[src/rtl/multicycle_controller.sv]
// Multi-cycle RV32I control sequencer.
// Steps one ALU and one unified memory through IF/ID/EX/MEM/WB.
module multicycle_controller (
  input  logic       clk,
  input  logic       reset,
  input  logic [6:0] opcode,
  input  logic       alu_bcond,
  input  logic       halt_cond,
  input  logic       mem_ready,
  output logic       pc_write,
  output logic       ir_write,
  output logic       i_or_d,
  output logic       mem_read,
  output logic       mem_write,
  output logic       reg_write,
  output logic [1:0] wb_sel,
  output logic [1:0] alu_src_a,
  output logic [1:0] alu_src_b,
  output logic [1:0] alu_op,
  output logic       pc_source,
  output logic       is_halted,
  output logic [2:0] state
);

  typedef enum logic [2:0] {
    S_IF   = 3'd0,
    S_ID   = 3'd1,
    S_EX   = 3'd2,
    S_MEM  = 3'd3,
    S_WB   = 3'd4,
    S_HALT = 3'd5
  } state_t;

  localparam logic [6:0] OP_R     = 7'b0110011;
  localparam logic [6:0] OP_I     = 7'b0010011;
  localparam logic [6:0] OP_LOAD  = 7'b0000011;
  localparam logic [6:0] OP_STORE = 7'b0100011;
  localparam logic [6:0] OP_BR    = 7'b1100011;
  localparam logic [6:0] OP_JAL   = 7'b1101111;
  localparam logic [6:0] OP_JALR  = 7'b1100111;
  localparam logic [6:0] OP_ECALL = 7'b1110011;

  localparam logic [1:0] ALU_ADD = 2'd0;
  localparam logic [1:0] ALU_BR  = 2'd1;
  localparam logic [1:0] ALU_FN  = 2'd2;

  state_t cur, nxt;

  logic is_r, is_i, is_ld, is_st;
  logic is_br, is_jal, is_jalr, is_ecall;
  logic is_exec;

  assign is_r     = (opcode == OP_R);
  assign is_i     = (opcode == OP_I);
  assign is_ld    = (opcode == OP_LOAD);
  assign is_st    = (opcode == OP_STORE);
  assign is_br    = (opcode == OP_BR);
  assign is_jal   = (opcode == OP_JAL);
  assign is_jalr  = (opcode == OP_JALR);
  assign is_ecall = (opcode == OP_ECALL);
  assign is_exec  = is_r | is_i | is_ld | is_st
                  | is_br | is_jal | is_jalr;

  assign state = cur;

  // Next-state selection from current state, opcode and handshakes
  always_comb begin
    nxt = S_IF;
    unique case (cur)
      S_IF:   nxt = mem_ready ? S_ID : S_IF;
      S_ID: begin
        if (is_ecall)
          nxt = halt_cond ? S_HALT : S_IF;
        else if (is_exec)
          nxt = S_EX;
        else
          nxt = S_IF;
      end
      S_EX: begin
        if (is_ld | is_st)
          nxt = S_MEM;
        else if (is_r | is_i)
          nxt = S_WB;
        else
          nxt = S_IF;
      end
      S_MEM: begin
        if (!mem_ready)
          nxt = S_MEM;
        else
          nxt = is_ld ? S_WB : S_IF;
      end
      S_WB:   nxt = S_IF;
      S_HALT: nxt = S_HALT;
      default: nxt = S_IF;
    endcase
  end

  // State register; reset from any state returns to fetch
  always_ff @(posedge clk) begin
    if (reset)
      cur <= S_IF;
    else
      cur <= nxt;
  end

  // Datapath controls decoded per state; enables forced low in reset
  always_comb begin
    pc_write  = 1'b0;
    ir_write  = 1'b0;
    i_or_d    = 1'b0;
    mem_read  = 1'b0;
    mem_write = 1'b0;
    reg_write = 1'b0;
    wb_sel    = 2'd0;
    alu_src_a = 2'd0;
    alu_src_b = 2'd0;
    alu_op    = ALU_ADD;
    pc_source = 1'b0;
    is_halted = 1'b0;
    unique case (cur)
      S_IF: begin
        mem_read  = 1'b1;
        alu_src_a = 2'd2;
        alu_src_b = 2'd1;
        ir_write  = mem_ready;
        pc_write  = mem_ready;
      end
      S_ID: begin
        alu_src_b = 2'd2;
      end
      S_EX: begin
        unique case (1'b1)
          is_r: begin
            alu_src_a = 2'd1;
            alu_op    = ALU_FN;
          end
          is_i: begin
            alu_src_a = 2'd1;
            alu_src_b = 2'd2;
            alu_op    = ALU_FN;
          end
          is_ld, is_st: begin
            alu_src_a = 2'd1;
            alu_src_b = 2'd2;
          end
          is_br: begin
            alu_src_a = 2'd1;
            alu_op    = ALU_BR;
            pc_source = 1'b1;
            pc_write  = alu_bcond;
          end
          is_jal: begin
            pc_write  = 1'b1;
            pc_source = 1'b1;
            reg_write = 1'b1;
            wb_sel    = 2'd2;
          end
          is_jalr: begin
            alu_src_a = 2'd1;
            alu_src_b = 2'd2;
            pc_write  = 1'b1;
            reg_write = 1'b1;
            wb_sel    = 2'd2;
          end
          default: ;
        endcase
      end
      S_MEM: begin
        i_or_d    = 1'b1;
        alu_src_a = 2'd1;
        alu_src_b = 2'd2;
        mem_read  = is_ld;
        mem_write = is_st;
      end
      S_WB: begin
        reg_write = 1'b1;
        wb_sel    = is_ld ? 2'd1 : 2'd0;
      end
      S_HALT: begin
        is_halted = 1'b1;
      end
      default: ;
    endcase
    if (reset) begin
      pc_write  = 1'b0;
      ir_write  = 1'b0;
      mem_read  = 1'b0;
      mem_write = 1'b0;
      reg_write = 1'b0;
      is_halted = 1'b0;
    end
  end

endmodule
[config.mk]
export PLATFORM = sky130hd
export DESIGN_NAME = multicycle_controller
export DESIGN_NICKNAME = d
export VERILOG_FILES = /design/src/rtl/multicycle_controller.sv
export SDC_FILE = /design/constraint.sdc
export NUM_CORES = 1
export LEC_CHECK = 0
export ABC_AREA = 1
export ABC_CLOCK_PERIOD_IN_PS = 1500
export BUFFER_PORTS_ARGS = -buffer_cell sky130_fd_sc_hd__buf_2
export CORE_MARGIN = 2
export CORE_UTILIZATION = 30
export CTS_CLUSTER_DIAMETER = 30
export DETAILED_ROUTE_END_ITERATION = 7
export GPL_TIMING_DRIVEN = 0
export PLACE_DENSITY_LB_ADDON = 0.12
export SLEW_MARGIN = 10
export SYNTH_ARGS = -nofsm -noshare
export SYNTH_HDL_FRONTEND = slang
export SYNTH_SLANG_ARGS = --single-unit
[constraint.sdc]
create_clock -name clk -period 1.5 [get_ports clk]
set_clock_uncertainty 0.2 [all_clocks]
set_input_delay 0.075 -clock clk [delete_from_list [all_inputs] [get_ports clk]]
set_output_delay 0.075 -clock clk [all_outputs]
set_load 0.01 [all_outputs]
=== Yosys cells after proc, flatten, opt, wreduce, memory -nomap -nowiden ===
Cells that the tools add are included.

* Output and inout port bits: 19
* Register bits: 3

* Multiplexer cells: 35
* Equal/unequal tests: 13
* Bitwise operators: 7
* Reductions and logical operators: 7

{| class="wikitable"
|+ Operators by type and width
! kind !! count
|-
| 7-bit == test (second input constant) || 4
|-
| 3-bit two-way mux || 6
|-
| 1-bit two-way mux || 16
|-
| 3-bit one-hot mux with 5 select lines || 1
|-
| 7-bit by 6-bit == test with 1-bit output (second input constant) || 2
|-
| 2-bit one-hot mux with 3 select lines || 2
|-
| 2-bit two-way mux || 4
|-
| 1-bit one-hot mux with 2 select lines || 4
|-
| 2-bit one-hot mux with 2 select lines || 2
|-
| 2-bit OR reduction || 4
|-
| 7-bit by 2-bit == test with 1-bit output (second input constant) || 1
|-
| 7-bit by 5-bit == test with 1-bit output (second input constant) || 1
|-
| 1-bit OR || 7
|-
| 3-bit by 2-bit == test with 1-bit output (second input constant) || 2
|-
| 3-bit == test (second input constant) || 2
|-
| 6-bit OR reduction || 1
|-
| 4-bit OR reduction || 1
|-
| 3-bit by 1-bit == test with 1-bit output (second input constant) || 1
|-
| 3-bit zero test || 1
|}

=== Longest topological paths before layout ===
Gate-level depths: netlist of the first run.

* Depth after elaboration: 10
* Gate-level depth with buffers: 9

=== Least setup slack after synthesis of the first run ===
OpenSTA, ideal clock, no wires.

* Kind: register to output
* From: register cur[1], in the netlist state[1]
* To: output mem_write
* Buffers on the path: 0
* Arrival time: 1108 ps
* Cell stages (with the launch flop): 5
* Setup slack: 117 ps
* Cell sequence: dfxtp_1 -> nand2_1 -> nor2_2 -> inv_1 -> nor3_1

* Word-level cells in the longest chain between the ends: 3

{| class="wikitable"
|+ Ends and longest elaborated chain
! item !! RTL line !! RTL
|-
| start, declared || 47 || <nowiki>state_t cur, nxt;</nowiki>
|-
| start signal, assigned || 104 || <nowiki>cur <= nxt;</nowiki>
|-
| 3-bit by 2-bit == test with 1-bit output || 121 || <nowiki>unique case (cur)</nowiki>
|-
| 1-bit two-way mux || 121 ||
|-
| 1-bit two-way mux || 185 || <nowiki>if (reset) begin</nowiki>
|-
| end, declared || 14 || <nowiki>output logic mem_write,</nowiki>
|}

Every way passes these cells.

=== Worst setup path after layout of the first run ===
* From: register cur[0], in the netlist state[0]
* To: output pc_write

* Word-level cells in the longest chain between the ends: 3
* Elaborated cells on any way between the ends: 4

{| class="wikitable"
|+ Ends and longest elaborated chain
! item !! RTL line !! RTL
|-
| 3-bit by 2-bit == test with 1-bit output or 3-bit zero test (tied branches) || 121 ||
|-
| 1-bit one-hot mux with 2 select lines (*) || 121 ||
|-
| 1-bit two-way mux (*) || 185 ||
|-
| end, declared || 10 || <nowiki>output logic pc_write,</nowiki>
|}

Mark *: on every way between the ends. The rest lies on a longest branch, timed or not.

==> results of run 1 <==
## routing by layer
metal | track usage, % | vias to the layer above
met5 | 0 | -
met4 | 8.125 | 0
met3 | 0 | 2
met2 | 27.58 | 23
met1 | 20.82 | 287
li1 | - | 365
## cells in the final DEF, fill, tap and decap left out
| master | count |
|---|---|
| buf_2 | 28 |
| dfxtp_4 | 3 |
| nand2_2 | 2 |
| nor3_1 | 2 |
| nand3_4 | 1 |
| nand2_4 | 1 |
| a21oi_1 | 5 |
| buf_6 | 1 |
| nor2_2 | 1 |
| inv_1 | 17 |
| inv_4 | 1 |
| nor3_4 | 1 |
| clkbuf_4 | 3 |
| nand3_1 | 10 |
| buf_4 | 4 |
| inv_2 | 2 |
| o21ai_1 | 1 |
| dlygate4sd3_1 | 1 |
| nor2_4 | 1 |
| clkbuf_1 | 1 |
| nand4_1 | 2 |
| nor2_1 | 19 |
| nand2_1 | 21 |
| nand3_2 | 1 |
| a31oi_1 | 1 |
## how the worst max path moves through the flow
stage          slack, ns      from   endpoint
2_1_floorplan       0.12  state[1]  mem_write
3_3_place_gp        0.09  state[0]   pc_write
3_5_place_dp         0.1  state[0]   pc_write
4_1_cts            -0.04  state[1]   mem_read
5_1_grt            -0.09  state[0]   mem_read
6_report           -0.02  state[0]   pc_write
## report_power, final
part           internal, uW  switching (uW)  leakage [uW]
Sequential             77.9            5.03     0.0000266
Combinational          41.2            50.3      0.000419
Clock                   100            46.3     0.0000150
Total                   219             102      0.000461
## final cells by class
type                            instances  area (sq um)  area share [%]
Buffer                                  1         7.507           1.027
Clock buffer                            4         26.28           3.596
Inverter                               20         77.57           10.62
Multi-Input combinational cell         69         344.1           47.09
Sequential cell                         3         71.32           9.760
Tap cell                               16         20.02           2.740
Timing Repair Buffer                   33         183.9           25.17
## cells in the mapped netlist
cell      n
a21oi_1   5
inv_1    19
nand4_1   2
dfxtp_1   3
nor2_2    1
nor3_2    1
nand3_2   1
inv_2     1
buf_4     1
nor2_1   20
nand2_1  24
nand3_1  11
buf_1     1
o21ai_1   1
a31oi_1   1
nor3_1    2
## stage by stage
| step | TNS (ns) | utilization, % | total power [uW] | instances | hold WS [ns] |
|---|---|---|---|---|---|
| floorplan | 0 | - | 131.1 | 94 | 0.004400 |
| global placement | 0 | 42.43 | 166.5 | 139 | 0.2243 |
| detailed placement | 0 | 42.43 | 166.5 | 139 | 0.2389 |
| CTS | -0.07868 | 49.23 | 318.0 | 147 | 0.02276 |
| global route | -0.3505 | 50.26 | 337.3 | 146 | 0.04681 |
| finish | -0.03146 | 50.26 | 320.7 | 146 | 0.02034 |
## repair_timing
action,in CTS,in global routing
pin swaps,5,5
hold endpoints to repair,1,0
setup endpoints to repair,7,9
resized for setup,14,5
hold buffers,1,0
setup buffers,3,0
## worst register-to-register path, stage by stage, from the launching register on
cell	delay [ns]
dfxtp_4	0.37
inv_2	0.10
nand3_4	0.10
nor2_1	0.14
nand2_1	0.07
o21ai_1	0.08
nor2_1	0.06
nor2_1	0.08
## logic make-up after synthesis
kind of cell	Yosys count
AOI/OAI and AO/OA	7
buffers and inverters	22
DFF	3
and+or+nand+nor	62
==> summary.md, run 1 <==
| Metric | Value |
|---|---|
| Status | finished with violations |
| Failing checks | negative setup slack |
| CP dominant cell by count | inv_2 |
| Fraction of the mapped netlist area in adder cells | 0% |
| Initial antenna violation count | 0 |
| TritonCTS buffer count | 3 |
| Worst-path clk slew | 0.04 ns |
| Netlist cell types | 16 |
| Post-route design area | approximately 730 sq um |
| Drt via density | between 4 and 5 |
| Slew Limit Fails | 0 |
| Die area | around 1800 sq um |
| Vias | between 600 and 700 |
| Mapped Nets | 106 |
| Reg2Reg Setup Slack | 0.25 ns |
| Avg Inst Size Synth | 4.805 sq um |
| Worst slew pin tran | 0.2882 ns |
| CP max FO | 7 |
| Tcrit/Tclk final | 101.1% |
| RR Endpoint | state[0] |
| Die X | 42.80 microns |
| Top cell type's share of synthesized area | 19.94% |
| Routed met1 length | between 600 and 700 microns |
| Synth Area in Compound Gates | under 10% |
| Simple-gate portion of the synthesized area | 59.56% |
| WL/cell | slightly below 10 microns |
| Cell taking the most area after synthesis | nand2_1 |
| Total track usage | 16.17% |
| Critical R2R Launch | state[0] |
| Worst Hold Class | primary input to flip-flop |
| Fin crit period | 1.517 ns |
| Final hold violations | 0 |
| Core ar. | 1454 sq um |
| Syn Inst Count | 94 |
| Port Buffer Count | 29 |
| CP Class | flip-flop to primary output |
| HP Start | mem_ready |
| H-Tree Depth | 1 |
| Routability cong. | approximately 0.83 |
| R2R cell count | 7 |
| Worst hold path depth | 5 |
| Largest family of logic cells by synthesized area | simple AND/OR/NAND/NOR gates |
| Fmax | 659.1 MHz |
| Final setup viols | 2 |
| Max reg flops | 3 |
| Clk_lat worst skew | 0.24 ns |
| Critical Path RT | 1.22 ns |
| Ports | 31 |
| Crit path capture type | primary output |
| Met2 WL post-DR | around 680 microns |
| Dpl ws | 0.09559 ns |
| Fill cell total of the finished layout | approximately 180 |
| Die span in y | 42.80 microns |
| Routed wl met3 | 84 microns |
| Hold EP | state[2] |
| Post-Route WL | 1407 microns |
| Leakage | 0.0004607 uW |
| Synthesis-stage register bit count | 3 |
| Routed Antenna Nets | 0 |
| Cell Area, Synth | 451.7 sq um |
| Critical Path Slowest Stage Cell | dfxtp_4 |
| Num rows | 14 |
| Max Buffers Root-to-Sink | 2 |
| Top post-synthesis cells by area | nand2_1, nor2_1, inv_1 |
| Worst path depth | 8 |
| RSZ-0062 raised after global routing | true |
| TritonCTS clock tree | done |
| Post-DP Area | just over 600 sq um |
| Final nets | ~140 |
| First-pass GRT wire length | 2346 microns |
| Setup WS post-layout | -0.01719 ns |
| DR iter-0 viols | 18 |
| Top cell family by delay on the critical path | flip-flops |
| Pwr/cell area | 438.9 nW/um^2 |
| CP startpoint kind | flip-flop |
| # clock sinks | 3 |
| Max_slew headroom | 80.72% |
| Gr ovfl total | 0 |
| Antenna Cells | 0 |
| Yosys warnings | 0 |
| Share of cells above drive strength 1 | between 30% and 40% |
| Multiplexer share of the synthesized area | 0% |
| Largest net degree at the start of global routing | 10 |
| Max cap viols | 0 |
| P&R area growth vs syn | 61.77% |
| CP cell instances | inv_2 -> nand3_4 -> inv_2 -> nand3_1 -> nand3_2 -> nand2_1 -> inv_1 -> buf_2 |
| Synth Area in XOR/XNOR | 0% |
| Worst stage delay on the critical path | approximately 0.37 ns |
| TritonRoute pass-1 iters | 4 |
| Vias in the first global route | 617 |
| DRC | 0 |
| Peak supply drop | around 0.31 mV |
| Buf/Inv on CP | 4 |
| CTS root buf | clkbuf_4 |
| Post-synthesis sequential area ratio | about an eighth |
| WP data arrival | 1.24 ns |
| Max layer used | met4 |
| HPWL Detailed | 1114 microns |
| Starting Density | 31.07% |
Note: power is estimated with default switching activity, not from simulation.
==> run 2, diff against run 1 <==
Settings changed: ABC_CLOCK_PERIOD_IN_PS 1500 to 1300, PLACE_DENSITY_LB_ADDON 0.12 to unset.
Clock period 1.5 ns to 1.3 ns, I/O delays scaled along.
==> run 2 against run 1 <==
Compared with the run above: the run still ends with negative setup slack left; highest routed layer unchanged; sequential cell count stayed put; clock power is 15% higher; worst hold slack better by 0.0019 ns; combinational power is 45% higher.
==> summary.md, run 2 (synthesis results as in run 1) <==
| Metric | Value |
|---|---|
| Worst Hold Class | primary input to flip-flop |
| CTS root buf | clkbuf_4 |
| WP data arrival | 1.26 ns (+0.02 ns) |
| Tcrit/Tclk final | 117.0% |
| R2R cell count | 7 (unchanged) |
| CP cell instances | buf_6 -> inv_2 -> nand3_1 -> a21oi_1 -> buf_2 |
| TritonRoute pass-1 iters | 4 (unchanged) |
| Ports | 31 (unchanged) |
| Leakage | 0.0005287 uW (+15%) |
| Die span in y | 42.80 microns (unchanged) |
| Gr ovfl total | 0 (unchanged) |
| Worst hold path depth | 4 (-1) |
| Critical R2R Launch | state[0] |
| Post-DP Area | 628.1 sq um (+1.8%) |
| Slew Limit Fails | 0 (unchanged) |
| Vias in the first global route | 664 (+7.6%) |
| Share of cells above drive strength 1 | 49.65% (+11 points) |
| Buf/Inv on CP | 3 (-1) |
| TritonCTS buffer count | 3 (unchanged) |
| CP startpoint kind | flip-flop |
| Top cell family by delay on the critical path | flip-flops |
| RR Endpoint | state[2] |
| Setup WS post-layout | -0.2215 ns (-0.2043 ns) |
| Most frequent cells in the layout | buf_2, nand2_1, nor2_1 |
| Crit path capture type | primary output |
| Peak supply drop | 0.5203 mV (+67%) |
| Worst-path clk slew | 0.04 ns (about the same) |
| H-Tree Depth | 1 (unchanged) |
| Drt via density | 4.742 (+2.3%) |
| HP Start | mem_ready |
| Routed Antenna Nets | 0 (unchanged) |
| Fin crit period | 1.522 ns |
| Failing checks | negative setup slack |
| CP max FO | 4 (-3) |
| Commonest non-fill, non-tap cell in the layout | buf_2 |
| Fill cell total of the finished layout | 142 (-21%) |
| P&R area growth vs syn | 100.6% |
| Die area | 1832 sq um (unchanged) |
| Critical Path RT | 1.03 ns (-0.19 ns) |
| WHS | 0.02225 ns (+0.001907 ns) |
| Final hold violations | 0 (unchanged) |
| TritonCTS clock tree | done |
| DRC | 0 (unchanged) |
| Hold EP | state[1] |
| Vias | 754 (+11%) |
| Core ar. | 1454 sq um (unchanged) |
| Routability cong. | 0.8041 (-3.5%) |
| CP Class | flip-flop to primary output |
| Start point of the critical path | state[1] |
| Final Total Pwr | 395.4 uW (+23%) |
| Dpl ws | -0.08504 ns (-0.1806 ns) |
| Max reg flops | 3 (unchanged) |
| Num rows | 14 (unchanged) |
| Post-route design area | 905.9 sq um (+24%) |
| Worst path depth | 5 (-3) |
| Total track usage | 18.67% (+2.5 points) |
| Post-Route WL | 1715 microns (+22%) |
| Starting Density | 31.07% (unchanged) |
| First-pass GRT wire length | 2656 microns (+13%) |
| Max Buffers Root-to-Sink | 2 (unchanged) |
| Critical Path Slowest Stage Cell | dfxtp_4 |
| Pwr/cell area | 436.5 nW/um^2 (-0.54%) |
| Final setup TNS | -2.541 ns (-2.510 ns) |
| Port Buffer Count | 29 (unchanged) |
| Final setup viols | 19 (+17) |
| Initial antenna violation count | 0 (unchanged) |
| Reg2Reg Setup Slack | -0.06 ns (-0.31 ns) |
| Max cap viols | 0 (unchanged) |
| Largest net degree at the start of global routing | 10 (unchanged) |
| Status | finished with violations |
| # clock sinks | 3 (unchanged) |
| DR iter-0 viols | 13 (-5) |
| Max_slew headroom | 74.41% (-6.3 points) |
| Final nets | 156 (+9.1%) |
| Worst slew pin tran | 0.3839 ns (+0.09567 ns) |
| Worst stage delay on the critical path | 0.36 ns (about the same) |
| Fmax | about 660 MHz |
| Die X | 42.80 microns (unchanged) |
| RSZ-0062 raised after global routing | true |
| Antenna Cells | 0 (unchanged) |
| Clk_lat worst skew | 0.23 ns (about the same) |
| HPWL Detailed | 1090 microns (-2.1%) |
| WL/cell | 10.79 microns (+12%) |
==> run 2: cell count changes in the layout (fill, tap and decap cells not counted), sizes merged <==
cell | before | now
buf | 33 | 44
dlygate4sd3 | 1 | 3
==> run 2: layout make-up <==
class	instances	area, sq um	share of cell area (%)
inverters	20	80.08	8.840
plain buffers	2	15.01	1.657
well taps	16	20.02	2.210
repair buffers	45	310.3	34.25
clock buffers	4	26.28	2.901
flip-flops and latches	3	71.32	7.873
multi-input cells	69	382.9	42.27
==> run 2: metal layers <==
metal  share of wire (%)  track usage, %  vias up
li1                    -               -      388
met1                  41           22.25      340
met2                  52           30.91       24
met3                 6.0           3.830        2
met4                0.93           10.00        0
met5                   0               0        -
==> run 2: power breakdown <==
part	internal, uW	leakage [uW]	switching (uW)
sequential	90.0	0.0000266	5.04
clock	115	0.0000150	52.4
combinational	64.9	0.000487	67.8
==> run 2: worst max path at each step <==
stage           endpoint
2_1_floorplan   pc_write
3_3_place_gp    pc_write
3_5_place_dp    pc_write
4_1_cts         pc_write
5_1_grt         mem_read
6_report       reg_write
==> run 2: timing repair <==
item | CTS | global route
resized for setup | 25 | 13
pin swaps | 7 | 6
endpoints found under the hold margin | 2 | 0
hold buffers | 3 | 0
endpoints found under the setup margin | 17 | 19
buffers inserted | 11 | 3
==> run 2: through the flow <==
| stage | util, % | std cells |
|---|---|---|
| floorplan | - | 94 |
| global placement | 43.20 | 139 |
| detailed placement | 43.20 | 139 |
| CTS | 58.61 | 157 |
| global route | 62.31 | 159 |
| finish | 62.31 | 159 |
==> run 2: worst register-to-register path, cell delays in order (launching register included) <==
cell,delay (ns)
dfxtp_4,0.39
nand2_4,0.06
nor2_4,0.10
nand4_1,0.17
buf_4,0.19
nor2_2,0.07
nor2_1,0.05
nor2_1,0.07
==> run 3, diff against run 2 <==
Settings changed: ABC_CLOCK_PERIOD_IN_PS 1300 to 1900.
Clock period 1.3 ns to 1.9 ns, I/O delays scaled along.
==> run 3 against run 2 <==
Compared with the run above: the run now ends clean; via count is 13% lower; critical path depth stayed put; final area is 29% lower; routed wire length is 25% lower; critical path type unchanged.
==> summary.md, run 3 (synthesis results as in run 1) <==
| Metric | Value |
|---|---|
| WHS | 0.007502 ns (-0.01475 ns) |
| CP startpoint kind | flip-flop |
| Fmax | 592.1 MHz |
| H-Tree Depth | 1 (unchanged) |
| Commonest non-fill, non-tap cell in the layout | buf_2 |
| Port Buffer Count | 29 (unchanged) |
| Dpl ws | 0.4408 ns (+0.5258 ns) |
| WL/cell | 9.049 microns (-16%) |
| Pwr/cell area | 373.1 nW/um^2 (-15%) |
| TritonCTS buffer count | 3 (unchanged) |
| Worst Hold Class | primary input to flip-flop |
| # clock sinks | 3 (unchanged) |
| Antenna Cells | 0 (unchanged) |
| Max reg flops | 3 (unchanged) |
| Buf/Inv on CP | 1 (-2) |
| First-pass GRT wire length | 2076 microns (-22%) |
| Largest net degree at the start of global routing | 10 (unchanged) |
| RSZ-0062 raised after global routing | false |
| R2R cell count | 6 (-1) |
| Worst setup path end | mem_read |
| Drt via density | 4.580 (-3.4%) |
| Slew Limit Fails | 0 (unchanged) |
| Most frequent cells in the layout | buf_2, nand2_1, nor2_1 |
| P&R area growth vs syn | 42.38% |
| Die area | 1832 sq um (unchanged) |
| Critical Path RT | 1.60 ns (+0.57 ns) |
| Start point of the critical path | state[0] |
| Vias | 655 (-13%) |
| Worst-path clk slew | 0.04 ns (about the same) |
| Hold_buf cts | 0 (-3) |
| Gr ovfl total | 0 (unchanged) |
| Post-Route WL | 1294 microns (-25%) |
| Fin crit period | approximately 1.7 ns |
| DR iter-0 viols | 16 (+3) |
| Clk_lat worst skew | 0.23 ns (about the same) |
| Final hold violations | 0 (unchanged) |
| Max cap viols | 0 (unchanged) |
| WP data arrival | 1.39 ns (+0.13 ns) |
| Peak supply drop | 0.1549 mV (-70%) |
| CTS root buf | clkbuf_4 |
| TritonCTS clock tree | done |
| Reg2Reg Setup Slack | 0.55 ns (+0.61 ns) |
| HPWL Detailed | 1126 microns (+3.3%) |
| Final core utilization | 44.23% (-18 points) |
| CP Class | flip-flop to primary output |
| Leakage | 0.0004168 uW (-21%) |
| Status | finished clean |
| Routability cong. | 0.9003 (+12%) |
| Vias in the first global route | 552 (-17%) |
| Worst path depth | 5 (unchanged) |
| Critical Path Slowest Stage Cell | dfxtp_1 |
| Final setup viols | 0 (-19) |
| Ports | 31 (unchanged) |
| Final setup TNS | 0 ns (+2.541 ns) |
| Die X | 42.80 microns (unchanged) |
| Die span in y | 42.80 microns (unchanged) |
| Top cell family by delay on the critical path | flip-flops |
| Total track usage | 14.49% (-4.2 points) |
| Post-CTS setup buffers | 0 (-11) |
| Share of cells above drive strength 1 | 29.13% (-21 points) |
| Post_cts resized | 0 (-100%) |
| Final nets | 140 (-10%) |
| Setup WS post-layout | 0.2111 ns (+0.4326 ns) |
| DRC | 0 (unchanged) |
| Worst slew pin tran | 0.3439 ns (-0.04003 ns) |
| Starting Density | 31.07% (unchanged) |
| Initial antenna violation count | 0 (unchanged) |
| RR Endpoint | state[2] |
| Max_slew headroom | 77.07% (+2.7 points) |
| Core ar. | 1454 sq um (unchanged) |
| CP cell instances | nand2_1 -> nor2_2 -> nand4_1 -> a21oi_1 -> buf_2 |
| Worst stage delay on the critical path | 0.44 ns (+0.08 ns) |
| Crit path capture type | primary output |
| Max Buffers Root-to-Sink | 2 (unchanged) |
| CP max FO | 7 (+3) |
| TritonRoute pass-1 iters | 4 (unchanged) |
| Routed Antenna Nets | 0 (unchanged) |
| Num rows | 14 (unchanged) |
| Tcrit/Tclk final | about nine tenths |
| Critical R2R Launch | state[0] |
==> run 3: worst reg2reg max path, cell delays in order, from the launching register on <==
cell	delay, ns
dfxtp_1	0.44
nand2_1	0.10
nor2_2	0.16
nand4_1	0.15
nor2_1	0.12
nor2_1	0.06
nor2_1	0.07
==> run 3: through the flow <==
step           total power [uW]  cell area, sq um  std cells
2_1_floorplan             103.5             451.7         94
3_3_place_gp              130.9             616.8        139
5_1_grt                   256.0             643.1        143
4_1_cts                   245.2             643.1        143
6_report                  240.0             643.1        143
3_5_place_dp              132.5             616.8        139
==> run 3: worst min path at each step <==
stage                          from   endpoint  slack (ns)  depth (start not counted)
after global routing      mem_ready   state[0]        0.07                          4
after global placement        reset   state[0]        0.25                          2
final                         reset   state[2]       0.008                          2
after floorplan           opcode[4]  wb_sel[0]        0.04                          1
after detailed placement      reset   state[2]        0.25                          2
after CTS                     reset   state[2]       0.008                          2
==> run 3: cell type report <==
class / count / area (sq um)
repair buffers: 29 / 145.1
well taps: 16 / 20.02
flip-flops and latches: 3 / 60.06
plain buffers: 2 / 11.26
inverters: 20 / 75.07
fillers: 185 / 810.8
multi-input cells: 69 / 305.3
clock buffers: 4 / 26.28
==> run 3: layer usage <==
layer | routed length, microns | vias up | share of wire (%) | track usage (%)
met4 | 0 | 0 | 0 | 8.750
met3 | 97 | 0 | 7.5 | 0.4255
li1 | - | 355 | - | -
met1 | 580 | 276 | 45 | 19.95
met5 | 0 | - | 0 | 0
met2 | 617 | 24 | 48 | 22.12
==> run 3: report_power, final <==
group / total, uW / switching [uW] / internal [uW]
sequential: 67.4 / 2.61 / 64.8
combinational: 63.5 / 37.2 / 26.3
clock: 109 / 30.6 / 78.5
